### config.mk
export PLATFORM = sky130hd
export DESIGN_NAME = sar_scan_sequencer_flat
export DESIGN_NICKNAME = d
export VERILOG_FILES = /design/src/rtl/sar_scan_sequencer_if.sv /design/src/rtl/sar_scan_sequencer.sv /design/src/flat_wrapper.sv
export SDC_FILE = /design/constraint.sdc
export NUM_CORES = 1
export LEC_CHECK = 0
export BUFFER_PORTS_ARGS = -buffer_cell sky130_fd_sc_hd__buf_2
export CELL_PAD_IN_SITES_DETAIL_PLACEMENT = 0
export CELL_PAD_IN_SITES_GLOBAL_PLACEMENT = 1
export CORE_MARGIN = 1
export CORE_UTILIZATION = 36
export CTS_CLUSTER_DIAMETER = 30
export DETAILED_ROUTE_END_ITERATION = 10
export GPL_TIMING_DRIVEN = 0
export PLACE_DENSITY_LB_ADDON = 0.1
export SLEW_MARGIN = 20
export SYNTH_ARGS = -nofsm -noshare
export SYNTH_HDL_FRONTEND = slang
export SYNTH_SLANG_ARGS = --single-unit
### constraint.sdc
create_clock -name clk -period 1.58 [get_ports clk]
set_input_delay 0.237 -clock clk [delete_from_list [all_inputs] [get_ports clk]]
set_output_delay 0.237 -clock clk [all_outputs]
set_load 0.05 [all_outputs]
### src/rtl/sar_scan_sequencer_if.sv
// Result port of the SAR scan sequencer: captured code plus channel tag,
// delivered to the consumer (register bank or FIFO) with a valid/ready handshake.
//
// Handshake: the master raises res_valid together with stable res_data/res_ch
// and holds all three unchanged until a rising clk edge on which res_ready is
// also 1; that edge transfers the result. res_valid never drops without a
// transfer (except on reset), and res_ready may be driven freely by the slave.
interface sar_scan_sequencer_if #(
   parameter int BITS = 4,
   parameter int CHW  = 2
);
   logic [BITS-1:0] res_data;
   logic [CHW-1:0]  res_ch;
   logic            res_valid;
   logic            res_ready;

   modport master (
      output res_data,
      output res_ch,
      output res_valid,
      input  res_ready
   );

   modport slave (
      input  res_data,
      input  res_ch,
      input  res_valid,
      output res_ready
   );
endinterface

### src/rtl/sar_scan_sequencer.sv
// Walks the 4-bit SAR logic across the enabled analog channels in ascending
// order: selects the mux channel, strobes sample/hold, releases the SAR reset
// for conversion, waits for conv_done (bounded by a timeout), and hands each
// code plus its channel tag to the consumer. Every output is registered.
module sar_scan_sequencer #(
   parameter int NCH            = 4,
   parameter int BITS           = 4,
   parameter int SAMPLE_CYCLES  = 2,
   parameter int TIMEOUT_CYCLES = 12,
   localparam int CHW           = (NCH > 1) ? $clog2(NCH) : 1
) (
   input  logic                clk,
   input  logic                reset,
   input  logic                start,
   input  logic                cont,
   input  logic [NCH-1:0]      ch_mask,
   input  logic                sar_conv_done,
   input  logic [BITS-1:0]     sar_bitout,
   output logic                sar_rst,
   output logic                sample,
   output logic [CHW-1:0]      ch_sel,
   sar_scan_sequencer_if.master res,
   output logic                busy,
   output logic                scan_done,
   output logic                timeout_err,
   output logic [2:0]          state_dbg
);

   // One counter serves both the sample hold and the conversion timeout.
   localparam int CMAX = (TIMEOUT_CYCLES > SAMPLE_CYCLES) ? TIMEOUT_CYCLES : SAMPLE_CYCLES;
   localparam int CNTW = $clog2(CMAX + 1);

   typedef enum logic [2:0] {
      S_IDLE    = 3'd0,
      S_SAMPLE  = 3'd1,
      S_CONVERT = 3'd2,
      S_OUTPUT  = 3'd3,
      S_NEXT    = 3'd4
   } state_t;

   state_t            state_q, state_d;
   logic [CNTW-1:0]   cnt_q, cnt_d;
   logic [NCH-1:0]    mask_q, mask_d;
   logic [CHW-1:0]    ch_sel_q, ch_sel_d;
   logic [BITS-1:0]   res_data_q, res_data_d;
   logic [CHW-1:0]    res_ch_q, res_ch_d;
   logic              res_valid_q, res_valid_d;
   logic              scan_done_q, scan_done_d;
   logic              timeout_q, timeout_d;
   logic              sar_rst_q, sar_rst_d;
   logic              sample_q, sample_d;
   logic              busy_q, busy_d;
   logic [CHW:0]      first_pick;
   logic [CHW:0]      next_pick;

   // Lowest set bit of m strictly above floor_idx; MSB of the result flags "found".
   function automatic logic [CHW:0] pick_bit(input logic [NCH-1:0] m, input int floor_idx);
      logic [CHW:0] r;
      r = '0;
      for (int i = NCH - 1; i >= 0; i--) begin
         if (m[i] && (i > floor_idx)) begin
            r = {1'b1, CHW'(i)};
         end
      end
      return r;
   endfunction

   // Next-state and next-output decode; outputs are registered from the *_d values.
   always_comb begin
      state_d     = state_q;
      cnt_d       = cnt_q;
      mask_d      = mask_q;
      ch_sel_d    = ch_sel_q;
      res_data_d  = res_data_q;
      res_ch_d    = res_ch_q;
      res_valid_d = res_valid_q;
      scan_done_d = 1'b0;
      timeout_d   = timeout_q;
      first_pick  = pick_bit(ch_mask, -1);
      next_pick   = pick_bit(mask_q, int'(ch_sel_q));

      case (state_q)
         S_IDLE: begin
            // A start with an empty mask is ignored and leaves timeout_err alone.
            if (start && first_pick[CHW]) begin
               mask_d    = ch_mask;
               ch_sel_d  = first_pick[CHW-1:0];
               timeout_d = 1'b0;
               cnt_d     = '0;
               state_d   = S_SAMPLE;
            end
         end
         S_SAMPLE: begin
            if (cnt_q == CNTW'(SAMPLE_CYCLES - 1)) begin
               cnt_d   = '0;
               state_d = S_CONVERT;
            end else begin
               cnt_d = cnt_q + CNTW'(1);
            end
         end
         S_CONVERT: begin
            // conv_done wins over a timeout landing on the same cycle.
            if (sar_conv_done) begin
               res_data_d  = sar_bitout;
               res_ch_d    = ch_sel_q;
               res_valid_d = 1'b1;
               state_d     = S_OUTPUT;
            end else if (cnt_q == CNTW'(TIMEOUT_CYCLES - 1)) begin
               timeout_d = 1'b1;
               state_d   = S_NEXT;
            end else begin
               cnt_d = cnt_q + CNTW'(1);
            end
         end
         S_OUTPUT: begin
            if (res.res_ready) begin
               res_valid_d = 1'b0;
               state_d     = S_NEXT;
            end
         end
         S_NEXT: begin
            cnt_d = '0;
            if (next_pick[CHW]) begin
               ch_sel_d = next_pick[CHW-1:0];
               state_d  = S_SAMPLE;
            end else begin
               scan_done_d = 1'b1;
               // Continuous mode re-reads the live mask so edits apply to the next scan.
               if (cont && first_pick[CHW]) begin
                  mask_d   = ch_mask;
                  ch_sel_d = first_pick[CHW-1:0];
                  state_d  = S_SAMPLE;
               end else begin
                  state_d = S_IDLE;
               end
            end
         end
         default: begin
            state_d = S_IDLE;
         end
      endcase

      // The SAR is held in reset everywhere except while it converts.
      sar_rst_d = (state_d != S_CONVERT);
      sample_d  = (state_d == S_SAMPLE);
      busy_d    = (state_d != S_IDLE);
   end

   // State and output registers; reset drops any pending result.
   always_ff @(posedge clk or posedge reset) begin
      if (reset) begin
         state_q     <= S_IDLE;
         cnt_q       <= '0;
         mask_q      <= '0;
         ch_sel_q    <= '0;
         res_data_q  <= '0;
         res_ch_q    <= '0;
         res_valid_q <= 1'b0;
         scan_done_q <= 1'b0;
         timeout_q   <= 1'b0;
         sar_rst_q   <= 1'b1;
         sample_q    <= 1'b0;
         busy_q      <= 1'b0;
      end else begin
         state_q     <= state_d;
         cnt_q       <= cnt_d;
         mask_q      <= mask_d;
         ch_sel_q    <= ch_sel_d;
         res_data_q  <= res_data_d;
         res_ch_q    <= res_ch_d;
         res_valid_q <= res_valid_d;
         scan_done_q <= scan_done_d;
         timeout_q   <= timeout_d;
         sar_rst_q   <= sar_rst_d;
         sample_q    <= sample_d;
         busy_q      <= busy_d;
      end
   end

   assign sar_rst       = sar_rst_q;
   assign sample        = sample_q;
   assign ch_sel        = ch_sel_q;
   assign res.res_data  = res_data_q;
   assign res.res_ch    = res_ch_q;
   assign res.res_valid = res_valid_q;
   assign busy          = busy_q;
   assign scan_done     = scan_done_q;
   assign timeout_err   = timeout_q;
   assign state_dbg     = state_q;

endmodule

### src/flat_wrapper.sv
// flat-port wrapper written by rule: the top's interface ports become plain ports
module sar_scan_sequencer_flat 
#(
   parameter int NCH            = 4,
   parameter int BITS           = 4,
   parameter int SAMPLE_CYCLES  = 2,
   parameter int TIMEOUT_CYCLES = 12,
   localparam int CHW           = (NCH > 1) ? $clog2(NCH) : 1
)
  (clk, reset, start, cont, ch_mask, sar_conv_done, sar_bitout, sar_rst, sample, ch_sel, busy, scan_done, timeout_err, state_dbg, res_res_data, res_res_ch, res_res_valid, res_res_ready);
  sar_scan_sequencer_if #(.BITS(BITS), .CHW((2))) res_i ();
  input  logic clk;
  input  logic reset;
  input  logic start;
  input  logic cont;
  input  logic [NCH-1:0] ch_mask;
  input  logic sar_conv_done;
  input  logic [BITS-1:0] sar_bitout;
  output logic sar_rst;
  output logic sample;
  output logic [CHW-1:0] ch_sel;
  output logic busy;
  output logic scan_done;
  output logic timeout_err;
  output logic [2:0] state_dbg;
  output wire logic [$bits(res_i.res_data)-1:0] res_res_data;
  output wire logic [$bits(res_i.res_ch)-1:0] res_res_ch;
  output wire logic [$bits(res_i.res_valid)-1:0] res_res_valid;
  input wire logic [$bits(res_i.res_ready)-1:0] res_res_ready;
  assign res_res_data = res_i.res_data;
  assign res_res_ch = res_i.res_ch;
  assign res_res_valid = res_i.res_valid;
  assign res_i.res_ready = res_res_ready;
  sar_scan_sequencer #(.NCH(NCH), .BITS(BITS), .SAMPLE_CYCLES(SAMPLE_CYCLES), .TIMEOUT_CYCLES(TIMEOUT_CYCLES)) u_core (.clk(clk), .reset(reset), .start(start), .cont(cont), .ch_mask(ch_mask), .sar_conv_done(sar_conv_done), .sar_bitout(sar_bitout), .sar_rst(sar_rst), .sample(sample), .ch_sel(ch_sel), .res(res_i), .busy(busy), .scan_done(scan_done), .timeout_err(timeout_err), .state_dbg(state_dbg));
endmodule
# Yosys cells after proc, flatten, opt, wreduce, memory -nomap -nowiden

Index checks and enable logic that the tools add are counted.
Widths: inputs -> output; s select.

Output and inout bits: 17
Register bits: 25
Memories kept: 0
Bits in latches: 0
Memory bits (read-only): 0
Memory bits (writable): 0

Add/sub/neg operators: 1
Multiplexer cells: 37
Multiply operators: 0
Shifts and indexed selects: 0
Bitwise operators: 0
Equal/unequal tests: 17
Order comparisons: 3
Divide/modulo/power cells: 0
Reductions and logical operators: 17

Operators by type and width:

| operator            | count |
|---|---|
| $mux 3              | 13 |
| $mux 4              | 7 |
| $pmux 4 s4          | 1 |
| $pmux 3 s5          | 1 |
| $reduce_and 4->1    | 3 |
| $ne 2x2->1 const B  | 5 |
| $mux 1              | 8 |
| $pmux 4 s2          | 1 |
| $eq 3x1->1 const B  | 2 |
| $eq 3x2->1 const B  | 2 |
| $mux 2              | 3 |
| $ne 2x1->1 const B  | 3 |
| $reduce_and 3->1    | 2 |
| $reduce_bool 2->1   | 3 |
| $logic_and 1x1->1   | 5 |
| $add 4x1->4 const B | 1 |
| $eq 4x1->1 const B  | 1 |
| $eq 4x4->1 const B  | 1 |
| $gt 2x2->1 const A  | 2 |
| $pmux 1 s2          | 2 |
| $pmux 2 s2          | 1 |
| $reduce_bool 4->1   | 1 |
| $eq 3x3->1 const B  | 1 |
| $logic_not 3->1     | 1 |
| 5 further kinds     | 5 |

# Longest topological paths before layout

Gate-level depths: netlist of run 1.

Word-level depth: 9
Gate-level depth with buffers: 7
Depth with buffers taken out: 7

# Least setup slack after synthesis of run 1

Ideal clock, no wire load.

Path kind: reg2reg
Start point: reg u_core.ch_sel_q[1] (netlist: u_core.ch_sel[1])
End point: reg u_core.mask_q[1]
Arrival: 1.682 ns
Setup slack: -0.230 ns
Stages on the path, launching flop included: 6
Data required time: 1.452 ns
Cells stage by stage: dfrtp_1 inv_2 a21oi_1 o2111ai_1 a21boi_1 mux2_1

Word-level cells in the longest chain between the ends: 7
Elaborated cells between the ends (all ways): 11
Classes of those cells: order compare: 3; eq/ne: 1; mux: 3; reduce/logical: 4

RTL lines:

| item                           | RTL line                  | text |
|---|---|---|
| from (decl)                    | sar_scan_sequencer.sv:44  | `logic [CHW-1:0] ch_sel_q, ch_sel_d;` |
| from (signal assigned)         | sar_scan_sequencer.sv:168 | `ch_sel_q <= ch_sel_d;` |
| $gt 2x2->1                     | sar_scan_sequencer.sv:61  | `if (m[i] && (i > floor_idx)) begin` |
| $logic_and 1x1->1              | sar_scan_sequencer.sv:61  |  |
| $mux 3 (2 in series)           | sar_scan_sequencer.sv:61  |  |
| $mux 3 (*)                     | sar_scan_sequencer.sv:61  |  |
| $ne 2x2->1 (no line) (*)       | -                         |  |
| $reduce_and 4->1 (no line) (*) | -                         |  |
| to (signal assigned)           | sar_scan_sequencer.sv:167 | `mask_q <= mask_d;` |
| to (decl)                      | sar_scan_sequencer.sv:43  | `logic [NCH-1:0] mask_q, mask_d;` |

Mark *: on every way between the ends. The rest lies on a longest branch, timed or not.
A chain may end at the register's enable or synchronous reset.

# Worst setup path in the final report of run 1

Start point: reg u_core.cnt_q[1]
End point: reg u_core.cnt_q[0]

Word-level cells in the longest chain between the ends: 3
Elaborated cells between the ends (all ways): 6
Classes of those cells: eq/ne: 3; mux: 2; reduce/logical: 1

RTL lines:

| item                                           | RTL line                                            | text |
|---|---|---|
| from (decl)                                    | sar_scan_sequencer.sv:42                            | `logic [CNTW-1:0] cnt_q, cnt_d;` |
| from (signal assigned)                         | sar_scan_sequencer.sv:166                           | `cnt_q <= cnt_d;` |
| $eq 4x1->1 or $eq 4x4->1 (tied branches)       | sar_scan_sequencer.sv:94, sar_scan_sequencer.sv:108 |  |
| $mux 4 or $ne 2x2->1 (tied branches)           | -                                                   |  |
| $pmux 4 s4 or $reduce_and 4->1 (tied branches) | -                                                   |  |

Parallel ways exist; a longest one is shown, timed or not.

==> results of run 1 <==
==> kinds of logic (layout without fill, tap and decap cells) <==
kind of cell	Yosys count	count (layout)
and+or+nand+nor	38	38
muxes	14	14
adders and majority gates	2	2
buffers and inverters	10	50
AOI/OAI and AO/OA	36	36
DFF	24	24
==> through the flow <==
stage,setup WS [ns],util (%),TNS (ns)
final,0.0107,49.2,0
after global routing,-0.0615,49.2,-0.210
after CTS,-0.0340,47.5,-0.0421
after detailed placement,-0.217,44.9,-1.36
after global placement,-0.147,44.9,-1.07
after floorplan,-0.00210,-,-0.00210
==> registers in the layout, indices dropped and copies added, names as in the netlist <==
register	flops
u_core.sample	1
u_core.ch_sel	2
u_core.timeout_err	1
u_core.res.res_valid	1
u_core.sar_rst	1
u_core.state_dbg	3
u_core.mask_q	3
u_core.busy	1
u_core.res.res_ch	2
u_core.scan_done	1
u_core.cnt_q	4
u_core.res.res_data	4
==> power breakdown <==
| group | total, W | switching, W | internal [W] |
|---|---|---|---|
| sequential | 0.00111 | 0.000234 | 0.000874 |
| combinational | 0.00202 | 0.00130 | 0.000715 |
| clock | 0.000322 | 0.000182 | 0.000141 |
==> area by class of cell <==
type | count | area share (%)
sequential | 24 | 36.9
buffer | 2 | 0.756
clock buffer | 4 | 2.19
inverter | 8 | 1.81
multi-input combinational | 90 | 43.0
tap | 46 | 3.48
timing repair buffer | 36 | 11.9
==> routing by layer <==
layer	up-vias	routed length [um]
met5	-	0
met4	0	38
met2	27	1270
li1	532	-
met1	494	1390
met3	5	120
==> layout by cell type (no fill, tap or decap), drive strengths merged <==
master / netlist / final
o21bai: 2 / 2
a21oi: 8 / 8
a22o: 1 / 1
mux2i: 2 / 2
and2: 1 / 1
o41ai: 1 / 1
o2111ai: 2 / 2
nand2b: 4 / 4
clkbuf: 1 / 6
nor3b: 3 / 3
and3: 1 / 1
nand2: 8 / 8
a21o: 1 / 1
buf: 1 / 36
nand3b: 1 / 1
dfrtp: 23 / 23
o311ai: 1 / 1
o221ai: 1 / 1
nor4b: 1 / 1
ha: 2 / 2
o211ai: 1 / 1
a31oi: 3 / 3
a21boi: 2 / 2
o41a: 1 / 1
nor2: 14 / 14
nor4bb: 1 / 1
inv: 8 / 8
nand4: 1 / 1
nor2b: 2 / 2
and2b: 1 / 1
mux2: 12 / 12
o21ai: 11 / 11
o2bb2ai: 1 / 1
dfstp: 1 / 1
==> timing repair <==
| item | 4_1_cts | 5_1_grt |
|---|---|---|
| endpoints found under the setup margin | 15 | 15 |
| setup buffers | 2 | 4 |
| pin swaps | 3 | 8 |
| cloned | 0 | 0 |
| resized for setup | 9 | 8 |
==> worst paths after layout <==
check                                    endpoint              startpoint  slack [ns]
min                        u_core.res.res_data[1]                   reset        0.09
max                               u_core.cnt_q[0]         u_core.cnt_q[1]        0.01
min reg2reg                u_core.res.res_data[0]  u_core.res.res_data[0]        0.50
max in group asynchronous     u_core.state_dbg[1]                   reset        0.84
max reg2reg                       u_core.cnt_q[0]         u_core.cnt_q[1]        0.01
min in group clk           u_core.res.res_data[0]           sar_bitout[0]        0.13
==> results by group, run 1 <==
Outcome
  • Result of the run: finished, final reports clean

Yosys
  • Largest area contributor in the netlist: dfrtp_1
  • Share of synthesized cell area in and, or, nand and nor gates: 15.6%
  • Commonest cells post-synth: dfrtp_1, nor2_1, mux2_1, a21oi_1, nand2_1
  • Count of unique library cells instantiated by Yosys: 40
  • Gate Count Post-Synth: about 120
  • Post-synthesis average cell area: approximately 10 um^2
  • Sequential fraction of the synthesis area: between 40% and 50%
  • Net count after synthesis: 140
  • Number of flops mapped to enable cells by yosys: 0
  • Adder-Cell Fraction of Synth Area: under 10%
  • Netlist area before placement: 0.00128 mm^2
  • Biggest area contributors in the synthesized netlist: dfrtp_1, mux2_1, nor2_1
  • Multiplexer area fraction after synthesis: about an eighth
  • Share of the synthesized area in the top cell type: between 40 and 50%
  • Flip-flop and latch count after synthesis: 24
  • Dominant combinational cell family by area after synthesis: compound AO/OA/AOI/OAI gates
  • Compound-Gate Fraction of Synth Area: about a fifth
  • Most common flop cell mapped by yosys: dfrtp_1
  • Post-Synth XOR/XNOR Area: 0%
  • Synth warnings: 0
  • Cell with the most instances after synthesis: dfrtp_1
  • Fraction of registers with async set/reset: 100%

Timing
  • Final setup violating endpoints: 0
  • Worst-case headroom to the max-slew limit: 39.8%
  • Hold Violations, Final: 0
  • Setup skew after layout: between 0.005 and 0.006 ns
  • Crit path time final: 1.57 ns
  • Slew at the pin closest to its max-slew limit: ~0.9 ns
  • Number of max-slew violations in the final report: 0
  • Fmax: 637 MHz
  • Hold Slack: 0.0906 ns
  • Ratio of final minimum period to clock period: between 90% and 100%
  • RSZ-0062 raised after global routing: true

Finish
  • Filler Cell Count: ~340
  • Number of antenna repair diodes: 0
  • Area added between synthesis and finish: 29.3%
  • Combined area of the multi-input logic cells: 712 um^2
  • Storage element area: roughly 610 um^2
  • Number of standard cells in the final layout excluding fillers: between 200 and 250
  • Total Nets Final: between 150 and 200
  • Post-route cell area: around 0.0017 mm^2
  • Layout cells sized above 1: 41.5%

Worst setup path
  • Slowest-stage cell, CP: dfrtp_1
  • Cell-by-cell trace of the critical path: buf_6 > ha_4 > nand3b_1 > a31oi_1 > o21ai_2 > mux2_4
  • Category of the worst setup path capture point: flop
  • Largest delay share family, worst path: flip-flops
  • Category of the most critical setup path: flop to flop
  • Largest incremental delay on the critical path: 0.42 ns
  • Cells on worst reg2reg path: 6
  • Startpoint class of the critical path: flop
  • Data arrival time of the critical path: 1.78 ns
  • Number of gates on the worst path with buffers counted: 6
  • Required @ worst endpoint: between 1.5 and 2 ns
  • Max FO, Critical Path: 4
  • Count of buffering cells on the critical path with inverters included: 1

GRT
  • Wire length of the first global-routing pass: a little over 4000 um
  • Overall fraction of global-route tracks in use: between 15 and 20%
  • Maximum number of pins on one net before global-route repair: 25
  • Met1 track utilization from global routing: about a fifth
  • Most Used Layer, Global Route: met2
  • Vias in the first global route: roughly 930
  • GR Layer Usage met2: between 20% and 30%
  • Remaining global-route overflow: 0
  • Initial antenna violation count: 0
  • Global-route met3 utilization: 2.73%

Drt
  • Routed Wire Length: roughly 2800 um
  • Drt initial violations: 27
  • Overall via count from detail_route: roughly 1100
  • Vias per std cell: 5.04
  • Pre-antenna DRT Iters: 4
  • Average wire per cell in the routed design: roughly 13 um
  • Antenna Nets Post-Route: 0
  • Detailed-route DRC error count: 0

Floorplanning
  • Die height: about 62 um
  • Cell Rows: 21
  • Horizontal die dimension: 61.6 um
  • Core Area: 0.00336 mm^2
  • Floorplan die area: ~0.0038 mm^2
  • Count of boundary I/O pins: 31
  • Initial core utilization: a little under two fifths

Clocking
  • CTS tree: built
  • CTS Buf Count: 3
  • Total of hold buffers inserted after clock tree synthesis: 0
  • Clock net sink count: 24
  • Source-to-sink clock delay at the later pin of the worst-skew pair: approximately 0.31 ns
  • H-tree depth reported by CTS: 1
  • Clk root buf: clkbuf_4
  • Worst-case clock buffer depth: 2
  • CTS clock-pin slew for the worst setup and hold paths: 0.13 ns

Placed design
  • Total instance count after detailed placement: 200
  • Detail Placement HPWL: 2060 um
  • Routability cong.: about 0.74
  • Post-placement cell area: around 0.0015 mm^2
  • Number of input and output port buffers inserted: 30

Pwr
  • IR Drop Worst-Case VDD: approximately 630 uV
  • Total chip power: ~0.0034 W
  • Leakage dissipation: between 0.7 and 0.8 nW
  • Cell area power density: 2080 mW/mm^2

Job
  • Max cap viols: 0

Min path
  • Class of the worst hold path: primary input to async pin
Note: power is estimated with default switching activity, not from simulation.
==> run 2: changes to the inputs <==
ABC_AREA = 1   (was unset)
CORE_UTILIZATION = 33   (was 36)
==> run 2 against run 1 <==
Routed wire length up 2.4%; first-iteration DRC count up 89%; worst setup slack better by 0.12 ns; combinational power down 9%; final cell count up 24%; critical endpoint is now u_core.cnt_q[3]; core utilization down 6.6 points; sequential power down 7%; sequential share of layout area up 1.2 points; clock power up 70%; clock-buffer cell count down 1.
==> results by group, run 2 <==
Yosys
  • Biggest area contributors in the synthesized netlist: dfrtp_1, nand2_1, nand3_1
  • Net count after synthesis: 194
  • Gate Count Post-Synth: roughly 180
  • Netlist area before placement: roughly 0.0013 mm^2
  • Share of the synthesized area in the top cell type: 44.4%
  • Synth warnings: 0
  • Flip-flop and latch count after synthesis: 24
  • Most common flop cell mapped by yosys: dfrtp_1
  • Fraction of registers with async set/reset: between 90% and 100%
  • Count of unique library cells instantiated by Yosys: 23
  • Number of flops mapped to enable cells by yosys: 0
  • Commonest cells post-synth: nand2_1, dfrtp_1, nand3_1, nor2_1, inv_1
  • Post-synthesis average cell area: between 7 and 8 um^2
  • Largest area contributor in the netlist: dfrtp_1
  • Sequential fraction of the synthesis area: a little under half
  • Cell with the most instances after synthesis: nand2_1

GRT
  • Met1 track utilization from global routing: 19.5%
  • Overall fraction of global-route tracks in use: roughly 16%
  • Maximum number of pins on one net before global-route repair: 25
  • Global-route met3 utilization: around 2.3%
  • Wire length of the first global-routing pass: approximately 5000 um
  • Most Used Layer, Global Route: met2
  • GR Layer Usage met2: between 20% and 30%
  • Vias in the first global route: 1114
  • Remaining global-route overflow: 0
  • Initial antenna violation count: 0

Timing
  • Fmax: ~700 MHz
  • Slew at the pin closest to its max-slew limit: just over 0.9 ns
  • Hold Violations, Final: 0
  • Hold Slack: between 0.15 and 0.2 ns
  • Ratio of final minimum period to clock period: approximately 92%
  • Setup skew after layout: ~0.0020 ns
  • Setup Total Neg Slack: 0 ns
  • Worst-case headroom to the max-slew limit: a little under two fifths
  • Final setup violating endpoints: 0
  • RSZ-0062 raised after global routing: false
  • Number of max-slew violations in the final report: 0
  • Crit path time final: about 1.4 ns

Clocking
  • CTS tree: built
  • Number of post-CTS setup repair buffers: 0
  • CTS clock-pin slew for the worst setup and hold paths: around 0.090 ns
  • Clock net sink count: 24
  • H-tree depth reported by CTS: 1
  • Total of hold buffers inserted after clock tree synthesis: 0
  • Source-to-sink clock delay at the later pin of the worst-skew pair: 0.27 ns
  • Worst-case clock buffer depth: 2
  • CTS Buf Count: 3
  • Clk root buf: clkbuf_8

Min path
  • Class of the worst hold path: primary input to flop

Worst setup path
  • Category of the worst setup path capture point: flop
  • Category of the most critical setup path: flop to flop
  • Max FO, Critical Path: 5
  • Data arrival time of the critical path: 1.66 ns
  • Minimum setup slack among reg-to-reg paths: ~0.13 ns
  • Required @ worst endpoint: between 1.5 and 2 ns
  • Startpoint class of the critical path: flop
  • Slowest-stage cell, CP: dfrtp_1
  • Largest incremental delay on the critical path: 0.43 ns
  • Cell-by-cell trace of the critical path: ha_1 > nand3_1 > nor2_1 > nor2_1 > inv_2 > nor2_2 > nand2_1 > nand2_1

Drt
  • Average wire per cell in the routed design: 11.1 um
  • Vias per std cell: 4.58
  • Routed Wire Length: between 2000 and 3000 um
  • Antenna Nets Post-Route: 0
  • Pre-antenna DRT Iters: 7
  • Drt initial violations: roughly 50
  • Detailed-route DRC error count: 0
  • Overall via count from detail_route: between 1000 and 1500

Job
  • Max cap viols: 0

Pwr
  • Leakage dissipation: 0.903 nW
  • IR Drop Worst-Case VDD: just over 600 uV
  • Cell area power density: between 2000 and 2500 mW/mm^2

Floorplanning
  • Cell Rows: 22
  • Floorplan die area: around 0.0042 mm^2
  • Core Area: 0.00372 mm^2
  • Count of boundary I/O pins: 31
  • Horizontal die dimension: between 60 and 70 um
  • Initial core utilization: a little over a third
  • Die height: 64.7 um

Finish
  • Layout cells sized above 1: roughly a quarter
  • Number of antenna repair diodes: 0
  • Total Nets Final: 229
  • Most common cell after layout, fill and taps aside: nand2_1
  • Highest-count cells in the layout ignoring fill and taps: nand2_1, buf_2, dfrtp_1
  • Area added between synthesis and finish: 22.2%
  • Share of the core filled with cells in the final layout: a little over two fifths

Placed design
  • Routability cong.: between 0.8 and 0.9
  • Number of input and output port buffers inserted: 30
  • Detail Placement HPWL: around 2200 um

Outcome
  • Result of the run: finished, final reports clean
==> run 2: changes by cell type in the layout (fill, tap and decap cells not counted), moves of 4 or more <==
cell | before | now
nand3_1 | 0 | 15
buf_4 | 5 | 1
inv_2 | 2 | 8
nand2_1 | 8 | 75
inv_1 | 6 | 11
dfrtp_1 | 18 | 22
o21ai_1 | 6 | 2
nand2b_1 | 4 | 0
mux2_1 | 9 | 0
nor2_1 | 12 | 16
==> run 2: stage by stage <==
step	std cells	worst slack [ns]	power, W	instance area [um^2]
after floorplan	178	0.0557	0.00246	1300
after global placement	256	0.132	0.00286	1510
after detailed placement	256	0.131	0.00288	1510
after CTS	260	0.114	0.00343	1580
after global routing	260	0.0110	0.00369	1580
final	260	0.133	0.00341	1580
==> run 2: logic make-up (layout without fill, tap and decap cells) <==
group | count (synthesis) | count (layout) | synth area share [%]
fa+ha+maj | 2 | 2 | 1.93
flops | 24 | 24 | 46.4
compound gates | 13 | 13 | 6.47
buf+inv | 22 | 56 | 6.76
xor+xnor | 2 | 2 | 1.35
simple gates | 115 | 115 | 37.1
==> run 2: timing repair <==
action / in CTS / in global routing
resized for setup: 0 / 1
setup endpoints to repair: 0 / 1
endpoints found under the hold margin: 0 / 0
==> run 2: per-layer routing <==
layer  vias up  routed length, um
li1        619                  -
met5         -                  0
met1       538               1300
met4         0                 61
met2        26               1420
met3         7                105
==> run 2: cell type report <==
| cell class | instances | area [um^2] |
|---|---|---|
| inverter | 20 | 75.1 |
| tap | 48 | 60.1 |
| sequential | 24 | 603 |
| timing repair buffer | 30 | 150 |
| buffer | 2 | 12.5 |
| multi-input combinational | 132 | 612 |
| fill | 401 | 2130 |
| clock inverter | 1 | 30.0 |
| clock buffer | 3 | 41.3 |
==> run 2: worst paths after layout <==
path / from / to / depth (start not counted)
max: u_core.cnt_q[0] / u_core.cnt_q[3] / 8
min: sar_bitout[1] / u_core.res.res_data[1] / 3
max reg2reg: u_core.cnt_q[0] / u_core.cnt_q[3] / 8
min reg2reg: u_core.res.res_data[1] / u_core.res.res_data[1] / 2
max in group asynchronous: reset / u_core.state_dbg[1] / 2
min in group asynchronous: reset / u_core.state_dbg[2] / 2
==> run 2: worst max-delay path: cells and delay by family (launching register included) <==
kind                     cells  cell delay, ns
buffers and inverters        1            0.05
adder cells (fa/ha/maj)      1            0.24
AND/OR/NAND/NOR              6            0.68
flip-flops                   1            0.43
==> run 2: where the power goes <==
part | internal, W | switching [W]
sequential | 0.000853 | 0.000174
combinational | 0.000478 | 0.00135
clock | 0.000339 | 0.000209
total | 0.00167 | 0.00174
==> run 3: changes to the inputs <==
CORE_ASPECT_RATIO = 1.4   (was unset)
==> run 3 against run 2 <==
Total power decreased by 3.2%; clock power decreased by 24%; global-route usage increased by 0.48 points; final area decreased by 1.2%; non-clock buffer count unchanged; maximum frequency increased by 0.29%; worst setup slack improved by 0.0042 ns.
==> results by group, run 3 (synthesized netlist as in run 2, its figures left out) <==
Placed design
  • Number of input and output port buffers inserted: 30
  • Routability cong.: a little over 0.8
  • Post-placement setup slack: roughly 0.12 ns
  • Detail Placement HPWL: between 2000 and 2500 um
  • Total instance count after detailed placement: 250

Pwr
  • Total chip power: between 0.003 and 0.004 W
  • IR Drop Worst-Case VDD: ~970 uV
  • Cell area power density: roughly 2100 mW/mm^2
  • Leakage dissipation: between 0.8 and 0.9 nW

Timing
  • Ratio of final minimum period to clock period: about nine tenths
  • RSZ-0062 raised after global routing: false
  • Hold Violations, Final: 0
  • Setup Total Neg Slack: 0 ns
  • Slew at the pin closest to its max-slew limit: between 0.9 and 1 ns
  • Setup skew after layout: 0.00462 ns
  • Crit path time final: approximately 1.4 ns
  • Final setup violating endpoints: 0
  • Fmax: ~700 MHz
  • Worst path setup slack after routing: 0.137 ns
  • Worst-case headroom to the max-slew limit: between 30% and 40%
  • Number of max-slew violations in the final report: 0

Drt
  • Detailed-route DRC error count: 0
  • Routed Wire Length: 2920 um
  • Drt initial violations: 27
  • Antenna Nets Post-Route: 0
  • Pre-antenna DRT Iters: 7
  • Average wire per cell in the routed design: 11.5 um
  • Vias per std cell: roughly 4.6
  • Overall via count from detail_route: about 1200

Worst setup path
  • Data arrival time of the critical path: roughly 1.7 ns
  • Cells on worst reg2reg path: 8
  • Startpoint class of the critical path: flop
  • Max FO, Critical Path: 5
  • Minimum setup slack among reg-to-reg paths: 0.14 ns
  • Largest incremental delay on the critical path: 0.44 ns
  • Cell-by-cell trace of the critical path: ha_1 > nand3_1 > nor2_1 > nor2_1 > inv_2 > nor2_2 > nand2_1 > nand2_1
  • End of the worst register-to-register path: u_core.cnt_q[3]
  • Category of the most critical setup path: flop to flop
  • Slowest-stage cell, CP: dfrtp_1
  • Category of the worst setup path capture point: flop
  • Required @ worst endpoint: between 1.5 and 2 ns
  • Startpoint of the worst-slack reg-to-reg timing path: u_core.cnt_q[0]

GRT
  • Vias in the first global route: around 1200
  • Wire length of the first global-routing pass: 5100 um
  • Remaining global-route overflow: 0
  • Maximum number of pins on one net before global-route repair: 25
  • Overall fraction of global-route tracks in use: 16.2%
  • Initial antenna violation count: 0

Clocking
  • CTS tree: built
  • CTS clock-pin slew for the worst setup and hold paths: ~0.090 ns
  • Clock net sink count: 24
  • Total of hold buffers inserted after clock tree synthesis: 0
  • Source-to-sink clock delay at the later pin of the worst-skew pair: approximately 0.26 ns
  • H-tree depth reported by CTS: 1
  • Worst-case clock buffer depth: 2
  • CTS Buf Count: 3
  • Clk root buf: clkbuf_8

Floorplanning
  • Core Area: between 0.003 and 0.004 mm^2
  • Horizontal die dimension: between 50 and 60 um
  • Cell Rows: 26
  • Initial core utilization: 35.0%
  • Die height: 76.2 um
  • Count of boundary I/O pins: 31
  • Floorplan die area: 0.00419 mm^2

Finish
  • Most common cell after layout, fill and taps aside: nand2_1
  • Share of the core filled with cells in the final layout: between 40% and 50%
  • Highest-count cells in the layout ignoring fill and taps: nand2_1, buf_2, dfrtp_1
  • Number of antenna repair diodes: 0
  • Total Nets Final: about 230
  • Area added between synthesis and finish: 20.8%
  • Layout cells sized above 1: between 20% and 30%
  • Filler Cell Count: roughly 400
  • Number of standard cells in the final layout excluding fillers: about 250

Outcome
  • Result of the run: finished, final reports clean

Min path
  • Class of the worst hold path: primary input to async pin

Job
  • Max cap viols: 0
==> run 3: layout make-up <==
cell class / instances / area [um^2] / area share (%)
buffer: 2 / 12.5 / 0.799
clock buffer: 4 / 55.1 / 3.52
inverter: 20 / 75.1 / 4.80
multi-input combinational: 132 / 617 / 39.4
sequential: 24 / 603 / 38.5
tap: 42 / 52.6 / 3.36
timing repair buffer: 30 / 150 / 9.59
==> run 3: metrics by stage <==
step / hold slack, ns / instance area, um^2
2_1_floorplan: 0.251 / 1300
3_3_place_gp: 0.434 / 1500
3_5_place_dp: 0.441 / 1500
4_1_cts: 0.159 / 1560
5_1_grt: 0.162 / 1570
6_report: 0.150 / 1570
==> run 3: timing repair <==
item | 4_1_cts | 5_1_grt
hold endpoints to repair | 0 | 0
buffers inserted | 0 | 0
endpoints found under the setup margin | 0 | 4
gates resized for setup | 0 | 3
==> run 3: power breakdown <==
group          leakage [nW]  switching (W)  internal [W]
clock                0.0288       0.000195      0.000222
combinational         0.563        0.00138      0.000484
sequential            0.305       0.000167      0.000853
total                 0.896        0.00174       0.00156
==> run 3: critical path: cells and delay by family, from the launching register on <==
kind                       cells  cell delay [ns]
adders and majority gates      1             0.25
and+or+nand+nor                6             0.65
buffers and inverters          1             0.05
DFF                            1             0.44
==> run 3: routing by layer <==
metal,track usage [%],part of all wire (%)
met5,0,0
met4,7.25,1.4
met3,2.40,4.1
met2,24.9,49
met1,21.5,46
==> run 3: how the worst max path moves through the flow <==
stage                         from          endpoint  depth (start not counted)
6_report           u_core.cnt_q[0]   u_core.cnt_q[3]                          8
5_1_grt        u_core.state_dbg[1]   u_core.cnt_q[1]                          7
4_1_cts            u_core.cnt_q[0]   u_core.cnt_q[0]                          7
3_5_place_dp       u_core.cnt_q[0]   u_core.cnt_q[0]                          7
3_3_place_gp       u_core.cnt_q[0]   u_core.cnt_q[0]                          7
2_1_floorplan  u_core.state_dbg[0]  u_core.mask_q[2]                          9
